==> config.mk <==
export PLATFORM = sky130hd
export DESIGN_NAME = mem_port_arbiter
export DESIGN_NICKNAME = d
export VERILOG_FILES = /design/src/rtl/mem_arb_pkg.sv /design/src/rtl/arb_pick.sv /design/src/rtl/mem_port_arbiter.sv
export SDC_FILE = /design/constraint.sdc
export NUM_CORES = 1
export LEC_CHECK = 0
export BUFFER_PORTS_ARGS = -buffer_cell sky130_fd_sc_hd__buf_2
export CORE_ASPECT_RATIO = 1.4
export CORE_UTILIZATION = 43
export CTS_CLUSTER_DIAMETER = 30
export DETAILED_ROUTE_END_ITERATION = 8
export GPL_TIMING_DRIVEN = 0
export PLACE_DENSITY = 0.89
export SLEW_MARGIN = 20
export SYNTH_ARGS = -nofsm -noshare
export SYNTH_HDL_FRONTEND = slang
export SYNTH_SLANG_ARGS = --single-unit
==> constraint.sdc <==
create_clock -name clk -period 1.4 [get_ports clk]
set_clock_uncertainty 0.05 [all_clocks]
set_input_delay 0.14 -clock clk [delete_from_list [all_inputs] [get_ports clk]]
set_output_delay 0.14 -clock clk [all_outputs]
set_load 0.005 [all_outputs]
==> src/rtl/mem_arb_pkg.sv <==
// ============================================================================
// mem_arb_pkg : shared types and constants for the memory port arbiter
// Revision    : 1.0 - initial release
// ============================================================================
`default_nettype none

package mem_arb_pkg;

  typedef enum logic [1:0] {
    ST_IDLE = 2'd0,
    ST_BUSY = 2'd1,
    ST_DONE = 2'd2
  } state_e;

  localparam logic [1:0] REQ_FETCH = 2'd0;
  localparam logic [1:0] REQ_DATA  = 2'd1;
  localparam logic [1:0] REQ_DBG   = 2'd2;
  localparam int         NREQ      = 3;

  // Cyclic successor in the order fetch -> data -> dbg -> fetch
  function automatic logic [1:0] rr_next(input logic [1:0] idx);
    return (idx == REQ_DBG) ? REQ_FETCH : idx + 2'd1;
  endfunction

endpackage

`default_nettype wire

==> src/rtl/arb_pick.sv <==
// ============================================================================
// arb_pick : combinational winner selection among the three requesters
// Options  : ARB_RR_EN selects round-robin from ptr, else data > fetch > dbg
// Revision : 1.0 - initial release
// ============================================================================
`default_nettype none

module arb_pick
  import mem_arb_pkg::*;
(
  input  logic [2:0] req,
  input  logic [1:0] ptr,
  output logic [1:0] win,
  output logic       valid
);

`ifdef ARB_RR_EN
  logic [1:0] idx;

  // ptr names the first requester to search from
  always_comb begin
    win   = REQ_FETCH;
    valid = 1'b0;
    idx   = ptr;
    for (int i = 0; i < NREQ; i++) begin
      if (!valid && req[idx]) begin
        win   = idx;
        valid = 1'b1;
      end
      idx = rr_next(idx);
    end
  end
`else
  logic unused_ptr;
  assign unused_ptr = ^ptr;

  always_comb begin
    win   = REQ_FETCH;
    valid = 1'b1;
    if (req[REQ_DATA]) begin
      win = REQ_DATA;
    end else if (req[REQ_FETCH]) begin
      win = REQ_FETCH;
    end else if (req[REQ_DBG]) begin
      win = REQ_DBG;
    end else begin
      valid = 1'b0;
    end
  end
`endif

endmodule

`default_nettype wire

==> src/rtl/mem_port_arbiter.sv <==
// ============================================================================
// mem_port_arbiter : shares one single-port memory between fetch, load/store
//                    and debug, with a watchdog that aborts unacked accesses
// Options          : ARB_RR_EN enables round-robin arbitration
// Revision         : 1.0 - initial release
// ============================================================================
`default_nettype none

module mem_port_arbiter
  import mem_arb_pkg::*;
#(
  parameter int AW      = 8,
  parameter int DW      = 16,
  parameter int TIMEOUT = 15
) (
  input  logic          clk,
  input  logic          rst,
  input  logic          fetch_req,
  input  logic [AW-1:0] fetch_addr,
  output logic          fetch_ack,
  input  logic          data_req,
  input  logic          data_we,
  input  logic [AW-1:0] data_addr,
  input  logic [DW-1:0] data_wdata,
  output logic          data_ack,
  input  logic          dbg_req,
  input  logic          dbg_we,
  input  logic [AW-1:0] dbg_addr,
  input  logic [DW-1:0] dbg_wdata,
  output logic          dbg_ack,
  output logic [DW-1:0] rdata,
  output logic          err,
  output logic          mem_req,
  output logic          mem_we,
  output logic [AW-1:0] mem_addr,
  output logic [DW-1:0] mem_wdata,
  input  logic          mem_ack,
  input  logic [DW-1:0] mem_rdata
);

  localparam int                c_wd_w    = $clog2(TIMEOUT + 1);
  localparam logic [c_wd_w-1:0] c_timeout = c_wd_w'(TIMEOUT);

  state_e              state_q, state_d;
  logic [1:0]          gnt_q, gnt_d;
  logic [AW-1:0]       addr_q, addr_d;
  logic                we_q, we_d;
  logic [DW-1:0]       wdata_q, wdata_d;
  logic [c_wd_w-1:0]   wdog_q, wdog_d;
  logic                err_q, err_d;
  logic [DW-1:0]       rdata_q, rdata_d;

  logic [2:0]          req_vec;
  logic [1:0]          pick_ptr;
  logic [1:0]          pick_win;
  logic                pick_valid;
  logic                busy;
  logic                done;

  assign req_vec = {dbg_req, data_req, fetch_req};

`ifdef ARB_RR_EN
  logic [1:0] ptr_q, ptr_d;
  assign pick_ptr = ptr_q;

  always_comb begin
    ptr_d = ptr_q;
    if (state_q == ST_IDLE && pick_valid) begin
      ptr_d = rr_next(pick_win);
    end
  end

  always_ff @(posedge clk or negedge rst) begin
    if (!rst) begin
      ptr_q <= REQ_FETCH;
    end else begin
      ptr_q <= ptr_d;
    end
  end
`else
  assign pick_ptr = REQ_FETCH;
`endif

  arb_pick u_pick (
    .req   (req_vec),
    .ptr   (pick_ptr),
    .win   (pick_win),
    .valid (pick_valid)
  );

  always_comb begin
    state_d = state_q;
    gnt_d   = gnt_q;
    addr_d  = addr_q;
    we_d    = we_q;
    wdata_d = wdata_q;
    wdog_d  = wdog_q;
    err_d   = err_q;
    rdata_d = rdata_q;
    case (state_q)
      ST_IDLE: begin
        wdog_d  = '0;
        err_d   = 1'b0;
        rdata_d = '0;
        if (pick_valid) begin
          gnt_d   = pick_win;
          state_d = ST_BUSY;
          case (pick_win)
            REQ_DATA: begin
              addr_d  = data_addr;
              we_d    = data_we;
              wdata_d = data_wdata;
            end
            REQ_DBG: begin
              addr_d  = dbg_addr;
              we_d    = dbg_we;
              wdata_d = dbg_wdata;
            end
            default: begin
              addr_d  = fetch_addr;
              we_d    = 1'b0;
              wdata_d = '0;
            end
          endcase
        end
      end
      ST_BUSY: begin
        // A late ack still wins over the watchdog expiring in the same cycle
        if (mem_ack) begin
          rdata_d = we_q ? '0 : mem_rdata;
          state_d = ST_DONE;
        end else if (wdog_q == c_timeout) begin
          err_d   = 1'b1;
          rdata_d = '0;
          state_d = ST_DONE;
        end else begin
          wdog_d = wdog_q + c_wd_w'(1);
        end
      end
      ST_DONE: begin
        state_d = ST_IDLE;
        err_d   = 1'b0;
        rdata_d = '0;
      end
      default: begin
        state_d = ST_IDLE;
        gnt_d   = REQ_FETCH;
        addr_d  = '0;
        we_d    = 1'b0;
        wdata_d = '0;
        wdog_d  = '0;
        err_d   = 1'b0;
        rdata_d = '0;
      end
    endcase
  end

  always_ff @(posedge clk or negedge rst) begin
    if (!rst) begin
      state_q <= ST_IDLE;
      gnt_q   <= REQ_FETCH;
      addr_q  <= '0;
      we_q    <= 1'b0;
      wdata_q <= '0;
      wdog_q  <= '0;
      err_q   <= 1'b0;
      rdata_q <= '0;
    end else begin
      state_q <= state_d;
      gnt_q   <= gnt_d;
      addr_q  <= addr_d;
      we_q    <= we_d;
      wdata_q <= wdata_d;
      wdog_q  <= wdog_d;
      err_q   <= err_d;
      rdata_q <= rdata_d;
    end
  end

  // Outputs decode from state so nothing leaks outside BUSY/DONE
  assign busy      = (state_q == ST_BUSY);
  assign done      = (state_q == ST_DONE);
  assign mem_req   = busy;
  assign mem_we    = busy & we_q;
  assign mem_addr  = busy ? addr_q : '0;
  assign mem_wdata = busy ? wdata_q : '0;
  assign fetch_ack = done && (gnt_q == REQ_FETCH);
  assign data_ack  = done && (gnt_q == REQ_DATA);
  assign dbg_ack   = done && (gnt_q == REQ_DBG);
  assign err       = done & err_q;
  assign rdata     = done ? rdata_q : '0;

endmodule

`default_nettype wire

==> metrics.yaml <==
die:
  fp.coreArea_mm2: 0.00621
  start_util: 0.448
  die_w_um: 70.0
  pin_count: 126
  dieArea_mm2: 0.00680
  fp.dieH_um: 97.2
  row_count: 34
timing:
  setup_viol_count_final: 92
  fin_setup_tns_ns: -18.35
  slew_headroom: 0.577
  slew_viol_final: 0
  worst_slack_ns: -0.287
  fin_crit_ns: 1.69
  finalCritPeriodShare: 1.21
  worst_pin_slew_ns: 0.634
  hold_viol: 0
  rsz0062_at_grt: "yes"
  fmax_mhz: 593
final_layout:
  final_util: 0.703
  syn_to_final_growth_pct: 56.9
  final_nets: 506
  num_antenna_cells: 0
  instances_no_fill: 494
  drive_above_1_share: 0.564
place:
  gp_congestion: 0.869
  dp_hpwl_mm: 5.22
  dpl.cell_count: 453
  port_buffers: 125
synth:
  synth_top_cells_by_area: "dfrtp_1 (45%), and2_1 (9.4%), o2bb2ai_2 (5.4%)"
  ys_ff_latch: 50
  synth_edf_count: 0
  yosys.cell_count.top_type: "dfrtp_1"
  yosys-top-cells-count: "dfrtp_1 (50), and2_1 (42), a22o_1 (17), a22oi_1 (17), o21ai_0 (12)"
  syn_avg_cell_area_um2: 10.9
  synth_ff_type: "dfrtp_1"
  syn-instance-count: 256
  async_flop_share: 1.00
  synth_top_area_cell: "dfrtp_1"
  synth_top_cell_area_share: 0.450
  synth-seq-area-share: 0.450
  synth.distinct_cells: 42
  netlist_area_mm2: 0.00278
  yosysWarnings: 0
  syn_nets: 340
critical_path:
  worst_path_most_repeated_cell: "clkbuf_16"
  worstPathMaxFanout: 8
  ff2ff_path_depth: 7
  slowest_stage: "dfrtp_1"
  start_kind: "flip-flop"
  worstPathRequired_ns: 1.21
  crit_path_end_kind: "primary output"
  cpPeakStageDelay_ns: 0.44
  cp.arrival_ns: 1.50
  crit_type: "reg -> out"
  path_cells: "ha_4 > clkbuf_16 > clkbuf_16 > and2_4 > buf_6"
power_and_ir_drop:
  total_power_mw: 7.11
  leakage_nw: 2.17
  powerDensity_mw_per_mm2: 1630
  max-vdd-ir-drop_mv: 1.07
drt:
  drtIter0Drc: 106
  ant_nets: 0
  routed_via_density: 5.43
  vias: 2684
  dr.pass1.iters: 4
  drc: 0
  wl_per_cell_um: 16.3
  drt-total-wl_mm: 8.07
global_routing:
  grt_pass1_wl_mm: 12.9
  grt-ovfl-total: 0
  grt.total_usage: 0.236
  grt_max_degree: 51
  grt_pass1_vias: 2737
  antenna_found_initial: 0
cts:
  cts_max_path_buffers: 2
  numCtsBuffers: 5
  htree_levels: 2
  cts_tree: "yes"
  clock_latency_ns: 0.30
  clk_pin_slew_ns: 0.09
  ctsRootBufferMaster: "clkbuf_8"
  clock-sinks: 50
hold_path:
  hold_path_class: "in -> reg"
  hold-path-cell-count: 2
status:
  failed_checks: "setup timing"
  outcome: "complete, but fails checks"
run:
  cap_viol_max_count: 0
[flip-flops by register name, indices dropped and copies added (netlist names)]
name     count
gnt_q        2
err_q        1
wdata_q     16
rdata_q     16
wdog_q       4
addr_q       8
we_q         1
state_q      2
[report_power, final]
group / switching (mW) / total [mW] / leakage [nW] / internal, mW
combinational: 1.78 / 4.10 / 1.45 / 2.32
sequential: 0.327 / 2.20 / 0.676 / 1.88
clock: 0.473 / 0.810 / 0.0438 / 0.337
[cell families (layout without fill, tap and decap cells)]
logic type | Yosys count | count (layout) | share of synthesized area
compound gates | 93 | 93 | 0.280
flops | 50 | 50 | 0.450
fa+ha+maj | 4 | 4 | 0.0180
simple gates | 83 | 83 | 0.197
buf+inv | 25 | 191 | 0.0522
mux | 1 | 1 | 0.00360
[worst paths after layout]
kind	endpoint	slack (ns)	start
max in group asynchronous	rdata_q[9]$_DFFE_PN0P_	0.52	rst
min in group asynchronous	wdata_q[14]$_DFFE_PN0P_	0.34	rst
worst max register to register	wdata_q[9]$_DFFE_PN0P_	-0.27	state_q[0]$_DFFE_PN0P_
worst max-delay path	mem_wdata[0]	-0.29	state_q[0]$_DFFE_PN0P_
worst min-delay path	rdata_q[14]$_DFFE_PN0P_	0.007	mem_rdata[14]
worst min register to register	err_q$_DFFE_PN0P_	0.44	err_q$_DFFE_PN0P_
[placed cells by master (no fill, tap or decap), types with 2 or more instances in the layout]
cell type        n
buf_2          109
dfrtp_1         50
buf_6           29
and2_4          22
and2_1          20
buf_4           20
a22o_1          17
a22oi_1         17
o2bb2ai_2       10
o21ai_0          9
nor2b_1          9
and3b_1          8
a211oi_1         8
dlygate4sd3_1    8
buf_8            6
clkbuf_8         6
o2bb2ai_1        6
nand2_1          5
o31ai_2          5
clkbuf_16        4
o21ai_1          4
ha_4             4
a21oi_1          3
o22a_1           3
nor2_1           3
o31ai_1          3
inv_2            2
nor3b_2          2
nor3b_1          2
nor2_4           2
nand2b_1         2
clkinv_2         2
[routing by layer]
layer / up-vias / GRT usage / wire, um
li1: 1279 / - / -
met1: 1302 / 0.262 / 3120
met2: 83 / 0.439 / 4440
met3: 20 / 0.0311 / 277
met4: 0 / 0.100 / 221
met5: - / 0 / 0
[repair_timing]
action	in CTS	in global routing
endpoints found under the setup margin	89	94
gates resized for setup	72	35
pin swaps	13	12
setup buffers	11	8
cloned	5	3
hold endpoints to repair	7	50
hold buffers	7	1
[layout make-up]
class | count | area (um2)
inverter | 5 | 25.0
buffer | 20 | 233
timing repair buffer | 159 | 1100
clock inverter | 2 | 10.0
multi-input combinational | 181 | 1590
sequential | 50 | 1250
fill | 474 | 1850
tap | 72 | 90.1
clock buffer | 5 | 68.8
[metrics by stage]
stage	setup WS, ns	hold slack, ns	instance area [um2]
floorplan	-0.0957	-0.206	2820
global placement	-0.339	0.310	3540
detailed placement	-0.317	0.311	3540
CTS	-0.271	0.00132	4130
global route	-0.324	0.00733	4360
finish	-0.287	0.00656	4360
[critical path: cells and delay by family (launching register included)]
| kind | cells | cell delay, ns |
|---|---|---|
| buf+inv | 3 | 0.43 |
| flops | 1 | 0.44 |
| fa+ha+maj | 1 | 0.19 |
| simple gates | 1 | 0.14 |
(Power assumes the default switching activity.)
